==> src/rtl/de10lite_io_pkg.sv <==
// Shared widths, reset values and debounce FSM state type for the DE10-Lite
// input conditioner.
package de10lite_io_pkg;

    localparam int unsigned KEY_W                   = 2;
    localparam int unsigned SW_W                    = 10;
    localparam int unsigned DEBOUNCE_CYCLES_DEFAULT = 1000000;  // 20 ms at 50 MHz

    // Keys are active-low, so an idle key reads as 1.
    localparam logic [KEY_W-1:0] KEY_RESET = 2'b11;
    localparam logic [SW_W-1:0]  SW_RESET  = 10'b0;

    typedef enum logic {
        StStable   = 1'b0,
        StSettling = 1'b1
    } db_state_e;

endpackage

==> src/rtl/debounce_bit.sv <==
// Single-bit synchroniser plus debouncer.
//   i_clk   : system clock, rising edge
//   i_rst_n : synchronous active-low reset
//   i_raw   : asynchronous input bit
//   o_level : debounced level (registered)
//   o_load  : high in the cycle before o_level takes a new value
//             (combinational strobe, used by the parent for edge pulses)
module debounce_bit
    import de10lite_io_pkg::*;
#(
    parameter int unsigned DEBOUNCE_CYCLES = DEBOUNCE_CYCLES_DEFAULT,
    parameter int unsigned SYNC_STAGES     = 2,
    parameter logic        RESET_VAL       = 1'b0
) (
    input  logic i_clk,
    input  logic i_rst_n,
    input  logic i_raw,
    output logic o_level,
    output logic o_load
);

    localparam int unsigned        CNT_W    = $clog2(DEBOUNCE_CYCLES);
    localparam logic [CNT_W-1:0]   CNT_LAST = CNT_W'(DEBOUNCE_CYCLES - 1);

    logic [SYNC_STAGES-1:0] r_sync;
    logic [CNT_W-1:0]       r_cnt;
    logic [CNT_W-1:0]       w_cnt_d;
    db_state_e              r_state;
    db_state_e              w_state_d;
    logic                   r_level;
    logic                   w_level_d;
    logic                   w_synced;
    logic                   w_differ;

    assign w_synced = r_sync[SYNC_STAGES-1];
    assign w_differ = (w_synced != r_level);

    always_ff @(posedge i_clk) begin
        if (!i_rst_n) begin
            r_sync  <= {SYNC_STAGES{RESET_VAL}};
            r_state <= StStable;
            r_cnt   <= '0;
            r_level <= RESET_VAL;
        end else begin
            r_sync  <= {r_sync[SYNC_STAGES-2:0], i_raw};
            r_state <= w_state_d;
            r_cnt   <= w_cnt_d;
            r_level <= w_level_d;
        end
    end

    // Entering SETTLING counts the first differing edge as 1, so the counter
    // reaches CNT_LAST after DEBOUNCE_CYCLES-1 edges and the load lands on
    // the DEBOUNCE_CYCLES-th edge after the synchroniser output changed.
    always_comb begin
        w_state_d = r_state;
        w_cnt_d   = r_cnt;
        w_level_d = r_level;
        o_load    = 1'b0;
        unique case (r_state)
            StStable: begin
                if (w_differ) begin
                    w_state_d = StSettling;
                    w_cnt_d   = CNT_W'(1);
                end else begin
                    w_cnt_d = '0;
                end
            end
            StSettling: begin
                if (!w_differ) begin
                    // Glitch: drop the candidate level.
                    w_state_d = StStable;
                    w_cnt_d   = '0;
                end else if (r_cnt == CNT_LAST) begin
                    w_state_d = StStable;
                    w_cnt_d   = '0;
                    w_level_d = w_synced;
                    o_load    = 1'b1;
                end else begin
                    w_cnt_d = r_cnt + CNT_W'(1);
                end
            end
            default: begin
                w_state_d = StStable;
                w_cnt_d   = '0;
            end
        endcase
    end

    assign o_level = r_level;

endmodule

==> src/rtl/de10lite_input_conditioner.sv <==
// Debounces the DE10-Lite pushbuttons and slide switches for the system PIOs
// and generates key-press and slider-change pulses.
//   clk_clk                            : system clock
//   reset_reset_n                      : synchronous active-low reset
//   key_raw[1:0]                       : raw pushbuttons, active-low
//   sw_raw[9:0]                        : raw slide switches, 1 = up
//   key_external_connection_export     : debounced keys, active-low
//   sliders_external_connection_export : debounced switches
//   key_press_pulse[1:0]               : one-cycle pulse per debounced press
//   sliders_change                     : one-cycle pulse on any switch update
module de10lite_input_conditioner
    import de10lite_io_pkg::*;
#(
    parameter int unsigned DEBOUNCE_CYCLES = DEBOUNCE_CYCLES_DEFAULT,
    parameter int unsigned SYNC_STAGES     = 2
) (
    input  logic             clk_clk,
    input  logic             reset_reset_n,
    input  logic [KEY_W-1:0] key_raw,
    input  logic [SW_W-1:0]  sw_raw,
    output logic [KEY_W-1:0] key_external_connection_export,
    output logic [SW_W-1:0]  sliders_external_connection_export,
    output logic [KEY_W-1:0] key_press_pulse,
    output logic             sliders_change
);

    logic [KEY_W-1:0] w_key_level;
    logic [KEY_W-1:0] w_key_load;
    logic [SW_W-1:0]  w_sw_level;
    logic [SW_W-1:0]  w_sw_load;
    logic [KEY_W-1:0] r_key_pulse;
    logic             r_sw_change;

    for (genvar g = 0; g < KEY_W; g++) begin : g_key
        debounce_bit #(
            .DEBOUNCE_CYCLES (DEBOUNCE_CYCLES),
            .SYNC_STAGES     (SYNC_STAGES),
            .RESET_VAL       (KEY_RESET[g])
        ) u_db (
            .i_clk   (clk_clk),
            .i_rst_n (reset_reset_n),
            .i_raw   (key_raw[g]),
            .o_level (w_key_level[g]),
            .o_load  (w_key_load[g])
        );
    end

    for (genvar g = 0; g < SW_W; g++) begin : g_sw
        debounce_bit #(
            .DEBOUNCE_CYCLES (DEBOUNCE_CYCLES),
            .SYNC_STAGES     (SYNC_STAGES),
            .RESET_VAL       (SW_RESET[g])
        ) u_db (
            .i_clk   (clk_clk),
            .i_rst_n (reset_reset_n),
            .i_raw   (sw_raw[g]),
            .o_level (w_sw_level[g]),
            .o_load  (w_sw_load[g])
        );
    end

    // Pulses are registered on the same edge as the level update, so they are
    // high for exactly the cycle that follows it. A load on a key whose level
    // is still 1 can only be a press (1->0); releases never pulse.
    always_ff @(posedge clk_clk) begin
        if (!reset_reset_n) begin
            r_key_pulse <= '0;
            r_sw_change <= 1'b0;
        end else begin
            r_key_pulse <= w_key_load & w_key_level;
            r_sw_change <= |w_sw_load;
        end
    end

    assign key_external_connection_export     = w_key_level;
    assign sliders_external_connection_export = w_sw_level;
    assign key_press_pulse                    = r_key_pulse;
    assign sliders_change                     = r_sw_change;

endmodule

==> config.mk <==
export PLATFORM = sky130hd
export DESIGN_NAME = de10lite_input_conditioner
export DESIGN_NICKNAME = d
export VERILOG_FILES = /design/src/rtl/de10lite_io_pkg.sv /design/src/rtl/debounce_bit.sv /design/src/rtl/de10lite_input_conditioner.sv
export SDC_FILE = /design/constraint.sdc
export NUM_CORES = 1
export LEC_CHECK = 0
export CORE_ASPECT_RATIO = 1.2
export CORE_MARGIN = 4
export CORE_UTILIZATION = 65
export DETAILED_ROUTE_END_ITERATION = 7
export GPL_TIMING_DRIVEN = 0
export PLACE_DENSITY_LB_ADDON = 0.15
export SYNTH_ARGS = -nofsm -noshare
export SYNTH_HDL_FRONTEND = slang
export SYNTH_SLANG_ARGS = --single-unit
==> constraint.sdc <==
create_clock -name clk_clk -period 4.61 [get_ports clk_clk]
set_input_delay 0.922 -clock clk_clk [delete_from_list [all_inputs] [get_ports clk_clk]]
set_output_delay 0.922 -clock clk_clk [all_outputs]
set_load 0.01 [all_outputs]
Word level (Yosys, flattened, before mapping)
Index checks and enable logic that the tools add are counted.
Word-level totals
  bits of input ports: 14
  word-level logic and storage cells: 244
  register bits after elaboration: 291
  output and inout port bits: 15
Operators by class
  bitwise operators: 13
  eq/ne operators: 24
  reduce and logical (&&, ||, !) cells: 13
  $add $sub $neg: 12
  muxes and demuxes: 132
Operators by type and width (number)
  20-bit two-way mux: 24
  20-bit one-hot mux with 2 select lines: 12
  20-bit by 1-bit adder with 20-bit output (second input constant): 12
  20-bit equality test (second input constant): 12
  1-bit two-way mux: 84
  3-bit AND reduction: 12
  1-bit one-hot mux with 2 select lines: 12
  1-bit inequality test: 12
  1-bit inverter: 12
  10-bit OR reduction: 1
  2-bit AND: 1

Depth between registers and ports, before layout
  depth in word-level cells: 5
  depth in mapped cells: 8
  gate-level depth less buffers: 6

Hierarchy
Synthesis repeated with hierarchy kept, for this count alone.
Unflattened totals
  cell total of the unflattened synthesis: 1432
  area total of the unflattened synthesis: 12848.6 um^2
By module, submodules not included
  debounce_bit at g_sw[0].u_db ...: area each 1061.0 um^2, times used 9, cells an instance 118, sequential area each 480.5 um^2
  debounce_bit at g_key[0].u_db ...: area each 1051.0 um^2, times used 2, cells an instance 120, sequential area each 480.5 um^2
  debounce_bit at g_sw[9].u_db: area each 1098.6 um^2, times used 1, cells an instance 120, sequential area each 480.5 um^2
  de10lite_input_conditioner: area each 98.8 um^2, times used 1, cells an instance 10, sequential area each 60.1 um^2

Worst setup path before layout
No wires, ideal clock.
  path kind: input port to flip-flop
  start: input reset_reset_n
  end: register g_sw[5].u_db.r_cnt[10]
  arrival: 2094 ps
  path buffers: 3
  required time: 4545 ps
  path slack: 2451 ps
  stages on the path: 5
  setup time: 65 ps
  path through: buf_2 -> buf_1 -> nand4b_1 -> clkbuf_1 -> nor2_1
RTL lines
  start, declared: line de10lite_input_conditioner.sv:18  | input logic reset_reset_n,
  end signal, assigned: line debounce_bit.sv:47  | r_cnt <= w_cnt_d;
  end, declared: line debounce_bit.sv:26  | logic [CNT_W-1:0] r_cnt;

==> summary.txt <==
Status
  – Status: finished, final reports clean

Synth
  – Synthesis-stage register bit count: 291
  – Area leader, netlist: dfxtp_1
  – Post-Syn Nets: around 1400
  – Avg Inst Size Synth: slightly below 9 sq um
  – Synth Instances: 1399
  – Yosys cell types: 51
  – Top-area cell type share of the netlist area: around 47%
  – Ys async rst share: 0%
  – Count leader, synth: dfxtp_1
  – Register area share after synthesis: ~47%
  – Area contributors post-synth: dfxtp_1 (47%), xor2_1 (8.8%), nor2_1 (8.7%), xnor2_1 (6.9%), nand3_1 (3.4%)
  – Yosys warnings: 0
  – Synthesized area: between 0.01 and 0.015 sq mm
  – Commonest cells in the netlist: dfxtp_1 (291), nor2_1 (287), xor2_1 (124)
  – Post-synth EDFFs: 0
  – Post-synth top flop: dfxtp_1

Die
  – Core ar.: ~0.019 sq mm
  – # IOs: 29
  – Initial Utilization: approximately two thirds
  – Die height: approximately 160 microns
  – Die footprint: about 0.021 sq mm
  – Die X: about 130 microns
  – Num rows: between 50 and 60

Placement
  – DPL Wire Length: roughly 16000 microns
  – PortBufs: 28
  – RD Place Congestion: between 0.8 and 0.9

CTS
  – Worst-skew pair later-pin latency: between 0.5 and 0.6 ns
  – CTS Buf Count: 29
  – CTS Hold Bufs: 0
  – Setup Buffers After CTS: 0
  – # clock sinks: between 200 and 300
  – Clock Root Buffer: clkbuf_16
  – CTS H-Tree Depth: 1
  – Clock Tree Buf Depth: 3
  – Resized Gates After CTS: 0
  – CTS tree: done
  – Clock slew at reported path FFs: approximately 0.06 ns

Final layout
  – Seq. cell area: around 0.0058 sq mm
  – Multi-input logic area: a little over 0.006 sq mm
  – Nets: around 1500
  – Ant diodes: 0
  – Share of layout cells above drive strength 1: 5.61%
  – P&R area growth vs syn: 13.3%
  – # fillers: about 1400

Route
  – Routed WL: roughly 23000 microns
  – Post-DR vias/cell: approximately 5.4
  – Initial DRC count: 368
  – DRT Pass-1 Iters: 4
  – DRC Markers: 0
  – Post-DR wirelength/cell: roughly 13 microns
  – Vias: 9380
  – Post-route ant nets: 0

Global route
  – Global-route wire length before repair: roughly 40000 microns
  – Grt ovf: 0
  – Largest net degree at the start of global routing: 15
  – Vias in the first global route: between 9000 and 10000
  – Global Route Usage Sum: between 20 and 25%
  – Initial antenna violation count: 0

Timing
  – Worst-Margin Slew: between 0.9 and 1 ns
  – Slew Viols, Final: 0
  – Unrepaired setup endpoints after global routing: false
  – Setup TNS: 0 ns
  – Period minus WS final: about 2.7 ns
  – Endpoints failing setup: 0
  – FMAX: 370 MHz
  – Final hold violation count: 0
  – Tcrit/Tclk final: roughly three fifths
  – Clk_skew: ~0.009 ns
  – Slew headroom: between 30% and 40%

Hold path
  – Worst hold path type: flip-flop to flip-flop
  – Hold Startpoint: g_key[1].u_db.r_sync[0]$_SDFF_PN1_

Critical path
  – Setup Crit Path Kind: primary input to flip-flop
  – Worst Path Max Fanout: 10
  – Required time of the critical path: between 5 and 6 ns
  – Worst EP arrival: 3.16 ns
  – CP Launch Type: primary input
  – Worst Setup End Kind: flip-flop
  – R2r setup slk: 2.26 ns
  – Crit path from: reset_reset_n
  – Reg2reg start: g_sw[7].u_db.r_cnt[0]$_SDFF_PN0_

Power
  – VDD IR-drop max: between 0.3 and 0.4 mV
  – Power per standard cell area: around 360 mW/mm^2
  – Leak: approximately 4.6 nW
  – Power Total: a little over 5 mW

Flow run
  – Max Cap Viol: 0
cells by family after synthesis:
| logic type | Yosys count | share of synthesized area (%) |
|---|---|---|
| muxes | 10 | 0.807 |
| DFF | 291 | 47.0 |
| adders and majority gates | 12 | 1.21 |
| and+or+nand+nor | 749 | 30.3 |
| buffers and inverters | 80 | 3.09 |
| xor gates and xnor gates | 222 | 15.7 |
| AOI/OAI and AO/OA | 35 | 1.95 |
per-stage QoR:
step           instances  utilization (%)  area (sq um)  worst slack (ns)  hold slack, ns
2_1_floorplan       1399                -         12400              2.45           0.386
3_3_place_gp        1683             69.2         13000              1.35           0.390
3_5_place_dp        1683             69.2         13000              1.32           0.397
4_1_cts             1735             74.8         14100              1.83           0.412
5_1_grt             1735             74.8         14100              1.65           0.434
6_report            1735             74.8         14100              1.91           0.409
path summary, 6_finish.rpt:
kind / endpoint / cells after the start
worst max-delay path: g_sw[5].u_db.r_cnt[11]$_SDFF_PP0_ / 6
worst min-delay path: g_key[1].u_db.r_sync[1]$_SDFF_PN1_ / 1
worst max register to register: g_sw[7].u_db.r_cnt[19]$_SDFF_PP0_ / 8
worst min register to register: g_key[1].u_db.r_sync[1]$_SDFF_PN1_ / 1
report_power, final:
group	switching, mW	internal, mW
sequential	0.00993	2.53
combinational	0.0245	0.0220
clock	0.944	1.56
cell type report:
class | instances | share of cell area (%)
clock buffer | 42 | 6.08
timing repair buffer | 28 | 1.99
buffer | 48 | 1.87
multi-input combinational | 1028 | 44.1
sequential | 291 | 41.5
clock inverter | 10 | 1.35
tap | 256 | 2.28
inverter | 32 | 0.855
layer usage:
metal	vias up	wire length [microns]	part of all wire, %	track usage (%)
met2	115	11000	48	37.4
met1	4372	10600	47	28.1
li1	4850	-	-	-
met5	-	0	0	0
met4	0	494	2.2	6.67
met3	43	736	3.2	3.10
worst max-delay path, stage by stage:
cell and delay, ns:
clkdlybuf4s50_1 0.51, buf_2 0.32, buf_1 0.42, nand4b_1 0.47, clkbuf_1 0.34, nor2_1 0.17
flip-flops by register name, summed over array words and instances (netlist names):
name	flops
g_sw.u_db.r_sync	20
g_key.u_db.o_level	2
g_key.u_db.r_sync	4
g_sw.u_db.r_state	10
sliders_change	1
key_press_pulse	2
g_key.u_db.r_state	2
g_key.u_db.r_cnt	40
g_sw.u_db.o_level	10
g_sw.u_db.r_cnt	200
layout by cell type (no fill, tap or decap), types with 17 or more instances in the layout:
master and n:
nor4b_1 21, nand2_1 101, clkdlybuf4s50_1 28, nor3_1 38
and4_1 22, inv_1 31, clkbuf_16 29, and3_1 48
xnor2_1 98, nand4_1 53, xor2_1 124, nand3_1 85
and2_1 28, nor2_1 287, clkbuf_1 24, dfxtp_1 291
nor4_1 17
Note: power is estimated with default switching activity, not from simulation.
